$ cat src/rtl/bram_arb_pkg.sv
// bram_arb_pkg: shared state encoding and default burst limit for bram_arbiter
package bram_arb_pkg;
   typedef enum logic [1:0] {IDLE = 2'd0, OWN0 = 2'd1, OWN1 = 2'd2} state_t;
   localparam int DEFAULT_MAX_BURST = 16;
endpackage

$ cat src/rtl/bram_arbiter.sv
// bram_arbiter: two-requester burst arbiter driving one single-port BRAM.
// Define BRAM_ARB_RR_EN for round-robin selection from IDLE when both ports request.
module bram_arbiter
   import bram_arb_pkg::*;
#(
   parameter int RAM_WIDTH = 16,
   parameter int RAM_ADDR_BITS = 17,
   parameter int MAX_BURST = DEFAULT_MAX_BURST
) (
   input  logic                     clock,
   input  logic                     reset_n,
   input  logic                     req0,
   input  logic                     req1,
   input  logic                     we0,
   input  logic                     we1,
   input  logic [RAM_ADDR_BITS-1:0] addr0,
   input  logic [RAM_ADDR_BITS-1:0] addr1,
   input  logic [RAM_WIDTH-1:0]     wdata0,
   input  logic [RAM_WIDTH-1:0]     wdata1,
   output logic                     gnt0,
   output logic                     gnt1,
   output logic [RAM_WIDTH-1:0]     rdata0,
   output logic [RAM_WIDTH-1:0]     rdata1,
   output logic                     rvalid0,
   output logic                     rvalid1,
   output logic                     ram_enable,
   output logic                     write_enable,
   output logic [RAM_ADDR_BITS-1:0] address,
   output logic [RAM_WIDTH-1:0]     input_data,
   input  logic [RAM_WIDTH-1:0]     output_data
);
   localparam int CW = $clog2(MAX_BURST + 1);
   state_t state, state_nx;
   logic [CW-1:0] beats;
   logic own0, own1, req_own, req_oth, acc, rel, pick1;
   logic rd_v, rd_tag;
   logic [RAM_WIDTH-1:0] rd0_q, rd1_q;
   assign own0 = state == OWN0;
   assign own1 = state == OWN1;
   assign gnt0 = own0 & req0;
   assign gnt1 = own1 & req1;
   assign acc = gnt0 | gnt1;
   assign req_own = own1 ? req1 : req0;
   assign req_oth = own1 ? req0 : req1;
   assign rel = (own0 | own1) & (!req_own | (acc & (beats == CW'(MAX_BURST - 1))));
   assign ram_enable = acc;
   assign write_enable = (gnt0 & we0) | (gnt1 & we1);
   assign address = own1 ? addr1 : own0 ? addr0 : '0;
   assign input_data = own1 ? wdata1 : own0 ? wdata0 : '0;
`ifdef BRAM_ARB_RR_EN
   logic last_q;
   always_ff @(posedge clock or negedge reset_n)
      if (!reset_n) last_q <= 1'b1;
      else if (own0 | own1) last_q <= own1;
   assign pick1 = req1 & (!req0 | !last_q);
`else
   assign pick1 = req1 & !req0;
`endif
   // an unreachable encoding falls back to IDLE behaviour
   always_comb begin
      state_nx = state;
      if (!(own0 | own1))
         state_nx = (req0 | req1) ? (pick1 ? OWN1 : OWN0) : IDLE;
      else if (rel)
         state_nx = req_oth ? (own1 ? OWN0 : OWN1) : req_own ? state : IDLE;
   end
   always_ff @(posedge clock or negedge reset_n)
      if (!reset_n) begin
         state  <= IDLE;
         beats  <= '0;
         rd_v   <= 1'b0;
         rd_tag <= 1'b0;
         rd0_q  <= '0;
         rd1_q  <= '0;
      end else begin
         state  <= state_nx;
         beats  <= (rel || state_nx != state) ? '0 : beats + CW'(acc);
         rd_v   <= acc & !write_enable;
         rd_tag <= gnt1;
         if (rvalid0) rd0_q <= output_data;
         if (rvalid1) rd1_q <= output_data;
      end
   // read data is live from the BRAM on the return cycle, then held
   assign rvalid0 = rd_v & !rd_tag;
   assign rvalid1 = rd_v & rd_tag;
   assign rdata0 = rvalid0 ? output_data : rd0_q;
   assign rdata1 = rvalid1 ? output_data : rd1_q;
endmodule

$ cat config.mk
export PLATFORM = sky130hd
export DESIGN_NAME = bram_arbiter
export DESIGN_NICKNAME = d
export VERILOG_FILES = /design/src/rtl/bram_arb_pkg.sv /design/src/rtl/bram_arbiter.sv
export SDC_FILE = /design/constraint.sdc
export NUM_CORES = 1
export LEC_CHECK = 0
export CAP_MARGIN = 30
export CORE_MARGIN = 5
export CORE_UTILIZATION = 36
export DETAILED_ROUTE_END_ITERATION = 8
export PLACE_DENSITY_LB_ADDON = 0.1
export SYNTH_ARGS = -nofsm -noshare
export SYNTH_HDL_FRONTEND = slang
export SYNTH_SLANG_ARGS = --single-unit
$ cat constraint.sdc
create_clock -name clock -period 3.62 [get_ports clock]
set_clock_uncertainty 0.1 [all_clocks]
set_input_delay 0.362 -clock clock [delete_from_list [all_inputs] [get_ports clock]]
set_output_delay 0.362 -clock clock [all_outputs]
set_load 0.005 [all_outputs]
==> summary.md, run 1 <==
| Metric | Value |
|---|---|
| Post_cts resized | `0` |
| CP endpoint kind | `output pin` |
| Switching fraction of total power | `31.05%` |
| Worst path required time | `~3.2 ns` |
| Worst R2R Start | `state[0]` |
| Drt wl/cell | `between 15 and 20 um` |
| Die Wd | `roughly 86 um` |
| Post-synth top area cell | `dfrtp_1` |
| Max IR drop VDD | `about 0.33 mV` |
| Routability cong. | `0.8499` |
| Synth Instances | `roughly 170` |
| Total wire length | `around 7.0 mm` |
| Net Switching | `slightly above 900 uW` |
| Post-DP HPWL | `5.655 mm` |
| Normalized max-slew margin | `between 40% and 50%` |
| Seq pwr share | `around a quarter` |
| Syn. warnings | `0` |
| Final Instance Area | `around 3800 sq um` |
| Final #Nets | `417` |
| CP arrival | `between 2 and 2.5 ns` |
| GR Util All Layers | `18.26%` |
| Syn nets | `about 260` |
| # DRC | `0` |
| Post-route ant nets | `0` |
| IO buf count | `roughly 160` |
| Crit path kind | `reg2out` |
| Die Height | `85.96 um` |
| Largest net degree at the start of global routing | `42` |
| RSZ-0062 raised after global routing | `false` |
| LEAKAGE | `between 1.5 and 2 nW` |
| Design Power | `approximately 3.0 mW` |
| Vias per inst | `~5` |
| Max Freq | `355.1 MHz` |
| Syn_area_per_cell | `12.29 sq um` |
| Max Slew Vio Count | `0` |
| Setup TNS Final | `0 ns` |
| CTS tree | `done` |
| Synth top area cells | `dfrtp_1, mux2_2, a22o_1, ha_1, buf_2` |
| Clk network pwr share | `between 10 and 15%` |
| Fraction of layout cells with a size suffix above 1 | `between 10% and 20%` |
| Fin. Hold Viols | `0` |
| R2R setup slack | `1.33 ns` |
| Starting Density | `between 30% and 40%` |
| Initial antenna violation count | `0` |
| Maximum fanout along the worst path | `38` |
| Worst-path clk slew | `~0.080 ns` |
| Worst r2r path cells | `10` |
| Routed vias | `1937` |
| # rows | `27` |
| EDFF count, synth | `0` |
| Die Footprint | `roughly 7400 sq um` |
| Root Driver | `clkbuf_8` |
| Register area | `1026 sq um` |
| Cell Pwr Density | `782.7 nW/um^2` |
| Combinational share of power | `between 60% and 70%` |
| Fin crit share | `between 70% and 80%` |
| #FFs+latches synth | `between 40 and 50` |
| Worst-Margin Slew | `between 0.8 and 0.9 ns` |
| Clock H-tree levels | `2` |
| First-pass GRT wire length | `roughly 11 mm` |
| Bufs on Longest Clock Path | `2` |
| Initial DRC count | `47` |
| Fillers | `around 440` |
| Final worst slack | `about 0.8 ns` |
| Crit Reg-Reg Endpoint | `beats[4]` |
| CP startpoint kind | `register` |
| Ys async rst share | `between 90% and 100%` |
| Hold Crit Class | `in2async` |
| Seq/Total Area, Yosys | `49.40%` |
| Hold-fix buffers, CTS | `0` |
| Vias in the first global route | `between 2000 and 2500` |
| Final Util | `just under 70%` |
| Top-count cell post-synth | `dfrtp_1` |
| Cell Area, Synth | `around 2100 sq um` |
| Post-DP Area | `3711 sq um` |
| Core outline area | `around 5500 sq um` |
| Top-level port count | `159` |
| Max Cap Viol | `0` |
| Number of antenna diodes | `0` |
| Setup violators final | `0` |
| DR pass1 iterations | `4` |
| Grt ovf | `0` |
| Clock sinks | `just over 40` |
| Worst-Skew Late Latency | `0.28 ns` |
| Leading cell types by count after synthesis | `dfrtp_1, a22o_1, mux2_2` |
| Internal power | `approximately 2.1 mW` |
| Multi-input gate area | `969.7 sq um` |
| Outcome | `finished clean` |
| CTS buffer count | `5` |
| Setup WS pre-CTS | `about 1.1 ns` |
| Main synth FF type | `dfrtp_1` |
| Final critical-path required period | `between 2 and 3 ns` |
| Area growth, synth to finish | `84.28%` |
| Synth top area share | `approximately half` |
| Yosys cell types | `30` |
| Buffer count from post-CTS setup fixing | `0` |
[per-layer routing]
metal	GRT usage (%)	part of all wire (%)	vias up
met5	0	0	-
met4	2.734	0.90	0
met3	6.340	8.5	6
met2	32.94	52	74
met1	21.16	38	923
li1	-	-	934
[cell type report]
class / count / share of cell area [%]
multi-input cells: 108 / 25.34
clock inverters: 1 / 0.7846
flip-flops and latches: 41 / 26.81
clock buffers: 7 / 2.256
repair buffers: 160 / 41.58
inverters: 9 / 0.8826
well taps: 72 / 2.354
[worst max-delay path by stage]
stage	depth (start not counted)	end	start
final	7	write_enable	state[0]
after CTS	7	write_enable	state[0]
after global routing	7	write_enable	state[0]
after global placement	7	write_enable	state[0]
after floorplan	10	beats[4]	state[0]
after detailed placement	7	write_enable	state[0]
[sequential cells by signal (all words and copies together), names as in the netlist]
| register | count |
|---|---|
| rd_tag | 1 |
| state | 2 |
| rd0_q | 16 |
| beats | 5 |
| rd_v | 1 |
| rd1_q | 16 |
[placed cells by master, fill, tap and decap left out, types with 3 or more instances in the layout]
cell type / n
clkdlybuf4s50_1: 157
dfrtp_1: 41
a22o_1: 34
mux2_2: 32
inv_1: 9
clkbuf_8: 6
nor2_1: 5
nand2_1: 4
ha_1: 4
xor2_1: 3
[through the flow]
step / hold WS (ns) / cells
5_1_grt: 0.1780 / 398
2_1_floorplan: -0.03359 / 169
3_3_place_gp: 0.3769 / 390
6_report: 0.1002 / 398
3_5_place_dp: 0.3842 / 390
4_1_cts: 0.1276 / 398
[cell families after synthesis]
| logic type | count (synthesis) | synth area share, % |
|---|---|---|
| xor gates and xnor gates | 4 | 1.687 |
| AOI/OAI and AO/OA | 44 | 17.89 |
| DFF | 41 | 49.40 |
| muxes | 34 | 18.31 |
| adders and majority gates | 4 | 2.410 |
| buffers and inverters | 20 | 4.036 |
| and+or+nand+nor | 22 | 6.265 |
[power by group through the flow]
stage / registers [mW] / clock network, mW / logic (mW)
final: 0.728 / 0.376 / 1.89
after global routing: 0.749 / 0.407 / 2.04
after CTS: 0.728 / 0.387 / 1.93
after detailed placement: 0.738 / 0 / 1.92
after global placement: 0.723 / 0 / 1.90
after floorplan: 0.714 / 0 / 0.819
[critical path, cell delays in order (launching register included)]
cell	delay (ns)
dfrtp_1	0.42
inv_1	0.11
ha_1	0.19
buf_4	0.36
nand2_1	0.19
inv_1	0.13
a22o_1	0.15
clkdlybuf4s50_1	0.50
Power figures use the tool's default switching activity.
==> run 2, diff against run 1 <==
--- a/config.mk
+++ b/config.mk
@@ -7,7 +7,7 @@
 export LEC_CHECK = 0
 export CAP_MARGIN = 30
 export CORE_MARGIN = 5
-export CORE_UTILIZATION = 36
+export CORE_UTILIZATION = 34
 export DETAILED_ROUTE_END_ITERATION = 8
 export PLACE_DENSITY_LB_ADDON = 0.1
 export SYNTH_ARGS = -nofsm -noshare
==> constraint.sdc (replaced) <==
create_clock -name clock -period 2.65 [get_ports clock]
set_clock_uncertainty 0.1 [all_clocks]
set_input_delay 0.265 -clock clock [delete_from_list [all_inputs] [get_ports clock]]
set_output_delay 0.265 -clock clock [all_outputs]
set_load 0.005 [all_outputs]
==> run 2 against run 1 <==
  * The flow now finishes with violations (negative hold slack)
  * Critical path depth decreased by 1
  * Clock power is 36% higher
  * Sequential power increased by 36%
  * Total power rose by 37%
  * Routed wire length grew 1.7%
  * Non-clock buffer count increased by 3
  * Critical endpoint is now input_data[10]
  * Largest power group unchanged
  * Highest routed layer unchanged
==> summary.md, run 2 (synthesis results as in run 1) <==
| Metric | Value |
|---|---|
| Die Height | `88.16 um (+2.6%)` |
| Failing checks | `negative hold slack` |
| Crit path kind | `reg2out` |
| Clock sinks | `41 (unchanged)` |
| CTS tree | `done` |
| Met3 WL | `337 um (-44%)` |
| Commonest non-fill, non-tap cell in the layout | `clkdlybuf4s50_1` |
| Worst r2r path cells | `7 (-3)` |
| Dpl cells | `396 (+1.5%)` |
| Normalized max-slew margin | `40.64% (+0.31 points)` |
| Total wire length | `7.159 mm (+1.7%)` |
| Die Footprint | `7772 sq um (+5.2%)` |
| Setup WS pre-CTS | `0.4391 ns (-0.6814 ns)` |
| RSZ-0062 raised after global routing | `false` |
| GR Util All Layers | `17.76% (-0.50 points)` |
| Max Freq | `394.8 MHz` |
| Max Cap Viol | `0 (unchanged)` |
| Grt ovf | `0 (unchanged)` |
| Met2 wire length | `3.889 mm (+5.5%)` |
| Final Util | `65.30% (-3.8 points)` |
| Bufs on Longest Clock Path | `2 (unchanged)` |
| Core outline area | `5921 sq um (+6.9%)` |
| Fin crit share | `a little over nine tenths` |
| DR pass1 iterations | `5 (+1)` |
| Final Non-Filler Cells | `404 (+1.5%)` |
| Clock H-tree levels | `2 (unchanged)` |
| Initial antenna violation count | `0 (unchanged)` |
| Worst path required time | `2.29 ns (-0.87 ns)` |
| Hold Crit Class | `in2async` |
| Hold-fix buffers, CTS | `0 (unchanged)` |
| Top Metal Used | `met4` |
| R2R setup slack | `0.55 ns (-0.78 ns)` |
| Number of antenna diodes | `0 (unchanged)` |
| Area growth, synth to finish | `86.14%` |
| Worst-Skew Late Latency | `0.29 ns (about the same)` |
| Setup violators final | `0 (unchanged)` |
| Register area | `1026 sq um (unchanged)` |
| Final #Nets | `420 (+0.72%)` |
| Buffer count from post-CTS setup fixing | `0 (unchanged)` |
| Worst-path clk slew | `0.07 ns (about the same)` |
| Largest net degree at the start of global routing | `42 (unchanged)` |
| Multi-input gate area | `969.7 sq um (unchanged)` |
| Routability cong. | `0.7258 (-15%)` |
| LEAKAGE | `1.622 nW (+1.1%)` |
| CP endpoint kind | `output pin` |
| Worst R2R Start | `state[0]` |
| # rows | `28 (+3.7%)` |
| IO buf count | `158 (unchanged)` |
| Post_cts resized | `0 (unchanged)` |
| Post-DP Area | `3750 sq um (+1.0%)` |
| Root Driver | `clkbuf_8` |
| Starting Density | `35.08% (-2.4 points)` |
| Routed vias | `1938 (+0.052%)` |
| Maximum fanout along the worst path | `33 (-13%)` |
| Final worst slack | `0.1171 ns (-0.6864 ns)` |
| Post-DP HPWL | `5.828 mm (+3.1%)` |
| Initial DRC count | `39 (-17%)` |
| Drt wl/cell | `17.72 um (+0.21%)` |
| Worst Setup EP | `input_data[10]` |
| Most frequent cells in the layout | `clkdlybuf4s50_1, dfrtp_1, a22o_1` |
| First-pass GRT wire length | `10.58 mm (-0.91%)` |
| Fraction of layout cells with a size suffix above 1 | `14.89% (+0.78 points)` |
| Worst hold margin | `-0.007855 ns (-0.1080 ns)` |
| Cell Pwr Density | `1065 nW/um^2 (+36%)` |
| Crit Reg-Reg Endpoint | `state[0]` |
| Max IR drop VDD | `0.7075 mV (+110%)` |
| Top Registers | `rd0_q (16), rd1_q (16), beats (5)` |
| Die Wd | `88.16 um (+2.6%)` |
| Outcome | `finished, violations left` |
| CP arrival | `2.17 ns (-0.18 ns)` |
| Crit. Startpoint | `state[0]` |
| Final critical-path required period | `2.533 ns` |
| Post-route ant nets | `0 (unchanged)` |
| Design Power | `4.118 mW (+37%)` |
| # DRC | `0 (unchanged)` |
| Fin. Hold Viols | `5 (+5)` |
| CTS buffer count | `5 (unchanged)` |
| CP startpoint kind | `register` |
| Vias in the first global route | `2061 (-0.48%)` |
| Worst-Margin Slew | `0.8904 ns (-0.004592 ns)` |
| Final Instance Area | `3866 sq um (+1.0%)` |
| Fillers | `503 (+15%)` |
| Top-level port count | `159 (unchanged)` |
| Max Slew Vio Count | `0 (unchanged)` |
| Vias per inst | `4.797 (-1.4%)` |
| Setup TNS Final | `0 ns (unchanged)` |
| Met1 WL | `2.873 mm (+7.0%)` |
-- run 2: layout make-up --
type,count,area share (%)
multi-input cells,108,25.08
clock buffers,7,2.233
flip-flops and latches,41,26.54
clock inverters,1,0.7767
repair buffers,163,42.07
inverters,9,0.8738
well taps,75,2.427
-- run 2: power breakdown --
part,internal (mW),total (mW),switching [mW]
sequential,0.906,0.992,0.0859
combinational,1.65,2.62,0.966
clock,0.307,0.510,0.203
-- run 2: how the worst min path moves through the flow --
stage | cells past startpoint | startpoint | slack (ns) | end
2_1_floorplan | 0 | reset_n | -0.13 | beats[0]
3_3_place_gp | 1 | reset_n | 0.34 | rd0_q[9]
3_5_place_dp | 1 | reset_n | 0.34 | rd1_q[9]
4_1_cts | 1 | reset_n | 0.02 | rd1_q[9]
5_1_grt | 1 | reset_n | 0.07 | rd0_q[11]
6_report | 1 | reset_n | -0.008 | rd0_q[11]
-- run 2: worst max-delay path, cell delays in order (launching register included) --
cell and delay, ns:
dfrtp_1 0.43, inv_1 0.10, ha_1 0.28, nor2b_2 0.18, buf_12 0.20, a22o_1 0.14
clkdlybuf4s50_1 0.54
-- run 2: metal layers --
metal,vias to the layer above,GRT usage (%)
li1,938,-
met1,937,22.07
met2,57,31.34
met3,6,4.233
met4,0,3.709
met5,-,0
